==> config.mk <==
export PLATFORM = sky130hd
export DESIGN_NAME = conv1x1_layer_sched
export DESIGN_NICKNAME = d
export VERILOG_FILES = /design/src/rtl/conv1x1_layer_sched.sv
export SDC_FILE = /design/constraint.sdc
export NUM_CORES = 1
export LEC_CHECK = 0
export CELL_PAD_IN_SITES_DETAIL_PLACEMENT = 1
export CELL_PAD_IN_SITES_GLOBAL_PLACEMENT = 2
export CORE_MARGIN = 10
export CORE_UTILIZATION = 42
export DETAILED_ROUTE_END_ITERATION = 10
export DONT_BUFFER_PORTS = 1
export GPL_ROUTABILITY_DRIVEN = 0
export PLACE_DENSITY_LB_ADDON = 0.1
export SLEW_MARGIN = 20
export SYNTH_ARGS = -nofsm -noshare
export SYNTH_HDL_FRONTEND = slang
export SYNTH_SLANG_ARGS = --single-unit
export TNS_END_PERCENT = 5
==> constraint.sdc <==
create_clock -name sclk -period 3.75 [get_ports sclk]
set_clock_uncertainty 0.15 [all_clocks]
set_input_delay 0.5625 -clock sclk [delete_from_list [all_inputs] [get_ports sclk]]
set_output_delay 0.5625 -clock sclk [all_outputs]
set_load 0.03 [all_outputs]
==> src/rtl/conv1x1_layer_sched.sv <==
// rtl/conv1x1_layer_sched.sv - layer-level scheduler for the 1x1 convolution read path
//
// Runs one 1x1 read pass per output-channel group: load weights, pulse the
// read controller, wait for its finish, drain the MAC/write-back pipeline,
// then report layer completion after the last group.
//
// Ports:
//   sclk                 in   system clock, rising edge
//   s_rst                in   asynchronous active-high reset
//   layer_start          in   start pulse, honoured only in IDLE
//   cfg_col_select       in   feature width select, latched at start
//   cfg_feature_row      in   last row index, latched at start
//   cfg_out_groups       in   number of output-channel groups, latched at start
//   feature_col_select   out  latched column select for the read controller
//   feature_row          out  latched last-row index for the read controller
//   weight_load_req      out  level, high for the whole weight-load phase
//   weight_group_idx     out  index of the group being processed
//   weight_load_done     in   pulse from the weight loader
//   conv1x1_start        out  one-cycle start pulse to the read controller
//   conv1x1_read_finish  in   pulse from the read controller
//   busy                 out  high whenever not idle
//   layer_done           out  one-cycle completion pulse

module conv1x1_layer_sched #(
  parameter int DRAIN_CYCLES = 8,
  parameter int GRP_W        = 8
) (
  input  logic             sclk,
  input  logic             s_rst,
  input  logic             layer_start,
  input  logic [2:0]       cfg_col_select,
  input  logic [6:0]       cfg_feature_row,
  input  logic [GRP_W-1:0] cfg_out_groups,
  output logic [2:0]       feature_col_select,
  output logic [6:0]       feature_row,
  output logic             weight_load_req,
  output logic [GRP_W-1:0] weight_group_idx,
  input  logic             weight_load_done,
  output logic             conv1x1_start,
  input  logic             conv1x1_read_finish,
  output logic             busy,
  output logic             layer_done
);

  typedef enum logic [2:0] {
    IDLE    = 3'd0,
    LOAD_W  = 3'd1,
    START   = 3'd2,
    WAIT_RD = 3'd3,
    DRAIN   = 3'd4,
    DONE    = 3'd5
  } state_t;

  localparam logic [7:0] DRAIN_LOAD = 8'(DRAIN_CYCLES - 1);

  state_t           state;
  state_t           state_next;
  logic [GRP_W-1:0] group_cnt;
  logic [GRP_W-1:0] groups_q;
  logic [7:0]       drain_cnt;
  logic             last_group;
  logic             drain_end;

  assign last_group = (group_cnt == groups_q - GRP_W'(1));
  assign drain_end  = (drain_cnt == 8'd0);

  // State register
  always_ff @(posedge sclk or posedge s_rst) begin
    if (s_rst) begin
      state <= IDLE;
    end else begin
      state <= state_next;
    end
  end

  // Next-state logic
  always_comb begin
    state_next = state;
    case (state)
      IDLE: begin
        if (layer_start) begin
          state_next = (cfg_out_groups == '0) ? DONE : LOAD_W;
        end
      end
      LOAD_W: begin
        if (weight_load_done) begin
          state_next = START;
        end
      end
      START: begin
        state_next = WAIT_RD;
      end
      WAIT_RD: begin
        if (conv1x1_read_finish) begin
          state_next = DRAIN;
        end
      end
      DRAIN: begin
        if (drain_end) begin
          state_next = last_group ? DONE : LOAD_W;
        end
      end
      DONE: begin
        state_next = IDLE;
      end
      default: begin
        state_next = IDLE;
      end
    endcase
  end

  // Moore outputs decoded from the registered state
  always_comb begin
    weight_load_req = 1'b0;
    conv1x1_start   = 1'b0;
    busy            = 1'b1;
    layer_done      = 1'b0;
    case (state)
      IDLE:    busy            = 1'b0;
      LOAD_W:  weight_load_req = 1'b1;
      START:   conv1x1_start   = 1'b1;
      DONE:    layer_done      = 1'b1;
      default: ;
    endcase
  end

  assign weight_group_idx = group_cnt;

  // Config latch, group counter and drain counter
  always_ff @(posedge sclk or posedge s_rst) begin
    if (s_rst) begin
      feature_col_select <= '0;
      feature_row        <= '0;
      groups_q           <= '0;
      group_cnt          <= '0;
      drain_cnt          <= '0;
    end else begin
      case (state)
        IDLE: begin
          if (layer_start) begin
            feature_col_select <= cfg_col_select;
            feature_row        <= cfg_feature_row;
            groups_q           <= cfg_out_groups;
            if (cfg_out_groups != '0) begin
              group_cnt <= '0;
            end
          end
        end
        WAIT_RD: begin
          if (conv1x1_read_finish) begin
            drain_cnt <= DRAIN_LOAD;
          end
        end
        DRAIN: begin
          if (drain_end) begin
            // The last group leaves for DONE, so the index never wraps.
            if (!last_group) begin
              group_cnt <= group_cnt + GRP_W'(1);
            end
          end else begin
            drain_cnt <= drain_cnt - 8'd1;
          end
        end
        default: ;
      endcase
    end
  end

endmodule

* Word-level counts from Yosys, hierarchy flattened
Index checks and enable logic that the tools add are counted.
** Storage, ports and cells
- Latch bits :: 0
- Bits in read-only memories :: 0
- Memories kept :: 0
- Input port bits :: 23
- Bits in writable memories :: 0
- Output and inout bits :: 22
- Bits in registers :: 37
** Operators by class
- Equal/unequal tests :: 13
- Divide/modulo/power cells :: 0
- Reductions and logical operators :: 10
- Muxes and demuxes :: 19
- Shifts and indexed selects :: 0
- Multipliers :: 0
- Magnitude comparators :: 0
- Add/subtract/negate cells :: 3
- Bitwise logic cells :: 0
** Operators by type and width (number)
- $mux W8 :: 6
- $pmux W8 S2 :: 2
- $mux W3 :: 6
- $logic_not A8 Y1 :: 2
- $sub A8 B1 Y8 const B :: 2
- $pmux W3 S5 :: 1
- $ne A2 B2 Y1 const B :: 7
- $add A8 B1 Y8 const B :: 1
- $eq A8 B8 Y1 :: 1
- $reduce_bool A8 Y1 :: 1
- $eq A3 B2 Y1 const B :: 2
- $eq A3 B3 Y1 const B :: 2
- $reduce_and A5 Y1 :: 1
- $mux W1 :: 4
- $reduce_and A4 Y1 :: 1
- $reduce_bool A2 Y1 :: 2
- $eq A3 B1 Y1 const B :: 1
- $logic_not A3 Y1 :: 1
- $reduce_and A3 Y1 :: 1
- $reduce_and A2 Y1 :: 1

* Longest topological paths before layout
- Depth after elaboration :: 5
- Mapped depth :: 9

* Least setup slack after synthesis
OpenSTA, ideal clock, no wires.
- Path kind :: register to register
- Start :: register groups_q[0]
- End :: register group_cnt[3] (netlist: weight_group_idx[3])
- Arrival :: 2.066 ns
- Slack :: 1.410 ns
- Clock period less this slack :: 2.340 ns
- Cell stages (with the launch flop) :: 10
- Data required time :: 3.476 ns
- Cell sequence :: dfrtp_1 inv_1 ha_1 xnor2_1 and4b_1 a41oi_1 a211oi_4 or2_1 buf_6 a211o_1
** Between the ends
- Word-level cells in the longest chain between the ends :: 4
** Ends and longest elaborated chain
- start: declaration :: line 59 : logic [GRP_W-1:0] groups_q;
- start signal: assignment :: line 143 : groups_q <= cfg_out_groups;
- $sub A8 B1 Y8 :: line 64 : assign last_group = (group_cnt == groups_q - GRP_W'(1));
- $eq A8 B8 Y1 :: line 64
- $ne A2 B2 Y1 (no source line)
- $reduce_and A5 Y1 (no source line)
- end signal: assignment :: line 158 : group_cnt <= group_cnt + GRP_W'(1);
- end: declaration :: line 58 : logic [GRP_W-1:0] group_cnt;
Every way passes these cells.
A chain may end at the register's enable or synchronous reset.

* Worst setup path after layout
- Start :: register state[0]
- End :: register group_cnt[1] (netlist: weight_group_idx[1])
** Between the ends
- Word-level cells in the longest chain between the ends :: 3
** Ends and longest elaborated chain
- start: declaration :: line 56 : state_t state;
- start signal: assignment :: line 72 : state <= state_next;
- $eq A3 B3 Y1 or $logic_not A3 Y1 (tied branches) :: line 138 : case (state)
- $ne A2 B2 Y1 (no source line) or $reduce_bool A2 Y1 (tied branches)
- $reduce_and A5 Y1 (no source line)
Parallel ways exist; a longest one is shown, timed or not.

==> run metrics <==
most frequent cells in the layout=dfrtp_1 (37), nand2_1 (18), mux2_2 (17); CTS clk-pin slew, worst paths=roughly 80 ps; CP Capture Type=register; min cycle time layout=roughly 2800 ps; die height=between 90 and 100 µm; MaxCap Viol Count=0; io pins=between 40 and 50; CTS tree=done; FILL cells=552; Ys Warns=0; Tcrit/Tclk final=between 70% and 80%; post-cts resize count=0; Achievable Freq=around 0.36 GHz; area leader, netlist=dfrtp_1; Remaining Overflow, GRT=0; Synth Instances=212; Die ar.=between 8000 and 9000 µm²; Arr. time, crit path=~2800 ps; setup tns final=0 ps; Core Region=between 4000 and 5000 µm²; largest net degree at the start of global routing=31; WP buf/inv=0; min-delay worst type=input pin to asynchronous set/reset pin; PortBufs=0; Synth async-reset ratio=between 90% and 100%; gr usage total=a little over an eighth; count of cell types in the netlist=49; H-tree levels=2; outcome=completed; kind of critical path=register to register; synthesis-stage register bit count=37; Worst VDD drop=440 µV; Post-synth EDFFs=0; slowest stage cell on the critical path=or3b_1; DP HPWL=between 4000 and 5000 µm; DRT Pass-1 Iters=4; top_reg_cell synth=dfrtp_1; largest cells by area after synthesis=dfrtp_1 (44%), mux2_2 (9.0%), o21ai_0 (3.5%); Hold Fails Final Rpt=0; Starting Density=44.1%; Pwr per Cell Area=between 700 and 800 nW/µm²; commonest non-fill, non-tap cell in the layout=dfrtp_1; setup violators final=0; Cell Area, Synth=2120 µm²; total CTS buffers=5; ratio of cells with drive above 1 in the final layout=between 15 and 20%; vias in the first global route=around 1800; Die X=roughly 91 µm; Antenna Cells=0; max incr delay on CP=650 ps; Max FO, Critical Path=15; area growth from synthesis to layout=6.12%; Routed WL=5500 µm; number of placement rows=25; share of Yosys cell area claimed by the top area cell type=roughly 44%; final net count=238; leak pwr=between 0.9 and 1 nW; post-synthesis sequential area ratio=between 40 and 50%; per-cell routed wire length=approximately 20 µm; Post-Syn Nets=~240; clk_lat worst skew=between 200 and 300 ps; RSZ-0062 raised after global routing=no; Top delay family on crit path=simple AND/OR/NAND/NOR gates; slew margin rel.=between 30% and 40%; first-pass GRT wire length=about 9200 µm; Vias/cell=5.85; initial DRC count=slightly above 40; Worst Path Required=between 3000 and 4000 ps; CP Cell Sequence=or3b_1 -> nor3_4 -> o211ai_2 -> a211oi_4 -> or2_1 -> o21ai_0; crit start category=register; cts hold-fix bufs=0; clock sink count=37; Post-Route Utilization=a little under half; Slew @ Worst Pin=just under 1000 ps; vias=between 1500 and 2000; Detail Route Antenna Nets=0; Max Root-Sink Buffers=2; Pins Over Slew Limit=0; Avg Cell Area, Syn=~10 µm²; initial antenna violation count=0; drt drc=0; post-CTS setup buffer count=0; Root Driver=clkbuf_8
-- Yosys cell counts, types with 5 or more instances --
library cell,n
nand3_1,5
clkbuf_1,6
o31ai_1,9
nand2_1,18
dfrtp_1,37
inv_1,9
mux2_2,17
nor2_1,15
nand2b_1,6
o21ai_0,15
nor3_1,10
xnor2_1,5
-- state kept, by name, indices dropped and copies added (netlist names) --
| signal | cells |
|---|---|
| weight_group_idx | 8 |
| feature_row | 7 |
| drain_cnt | 8 |
| feature_col_select | 3 |
| state | 3 |
| groups_q | 8 |
-- area by class of cell --
class	count	area (µm²)	area share, %
timing repair buffer	2	15.0	0.666
tap	67	83.8	3.72
clock buffer	5	68.8	3.05
inverter	9	33.8	1.50
multi-input combinational	156	1110	49.2
sequential	37	926	41.1
clock inverter	3	17.5	0.777
-- cells by family after synthesis --
family,count (synthesis),synth area share (%)
AO/OA/AOI/OAI,47,17.1
multiplexers,17,9.01
buffers and inverters,19,4.18
adder cells (fa/ha/maj),4,2.36
flip-flops,37,43.6
XOR/XNOR,8,3.30
AND/OR/NAND/NOR,80,20.4
-- per-layer routing --
layer  vias up  GRT usage (%)  wire (µm)
li1        772              -          -
met1       820           14.2       2240
met2        32           24.5       2880
met3         9           4.53        295
met4         0           5.48         87
met5         -              0          0
-- worst paths after layout --
kind                       slack [ps]               from  depth (start not counted)                   to
max reg2reg                       970           state[0]                          6  weight_group_idx[1]
min                                80              s_rst                          1          groups_q[7]
max                               970           state[0]                          6  weight_group_idx[1]
max in group asynchronous        2810              s_rst                          2  weight_group_idx[7]
min in group sclk                 250  cfg_out_groups[1]                          2          groups_q[1]
min reg2reg                       360       drain_cnt[6]                          1         drain_cnt[6]
-- report_power, final --
part	leakage (nW)	internal, mW	switching (mW)
Sequential	0.459	0.538	0.297
Combinational	0.457	0.278	0.357
Clock	0.0439	0.128	0.142
-- per-stage QoR --
| step | setup WS (ps) | power, mW | hold slack, ps | instance area (µm²) | instances |
|---|---|---|---|---|---|
| 2_1_floorplan | 1410 | 1.34 | 302 | 2120 | 212 |
| 4_1_cts | 949 | 1.77 | 238 | 2250 | 279 |
| 3_3_place_gp | 1090 | 1.44 | 319 | 2170 | 271 |
| 3_5_place_dp | 958 | 1.49 | 346 | 2170 | 271 |
| 5_1_grt | 766 | 1.87 | 114 | 2250 | 279 |
| 6_report | 966 | 1.74 | 84.7 | 2250 | 279 |
No activity file was read; power rests on OpenSTA's default activity.
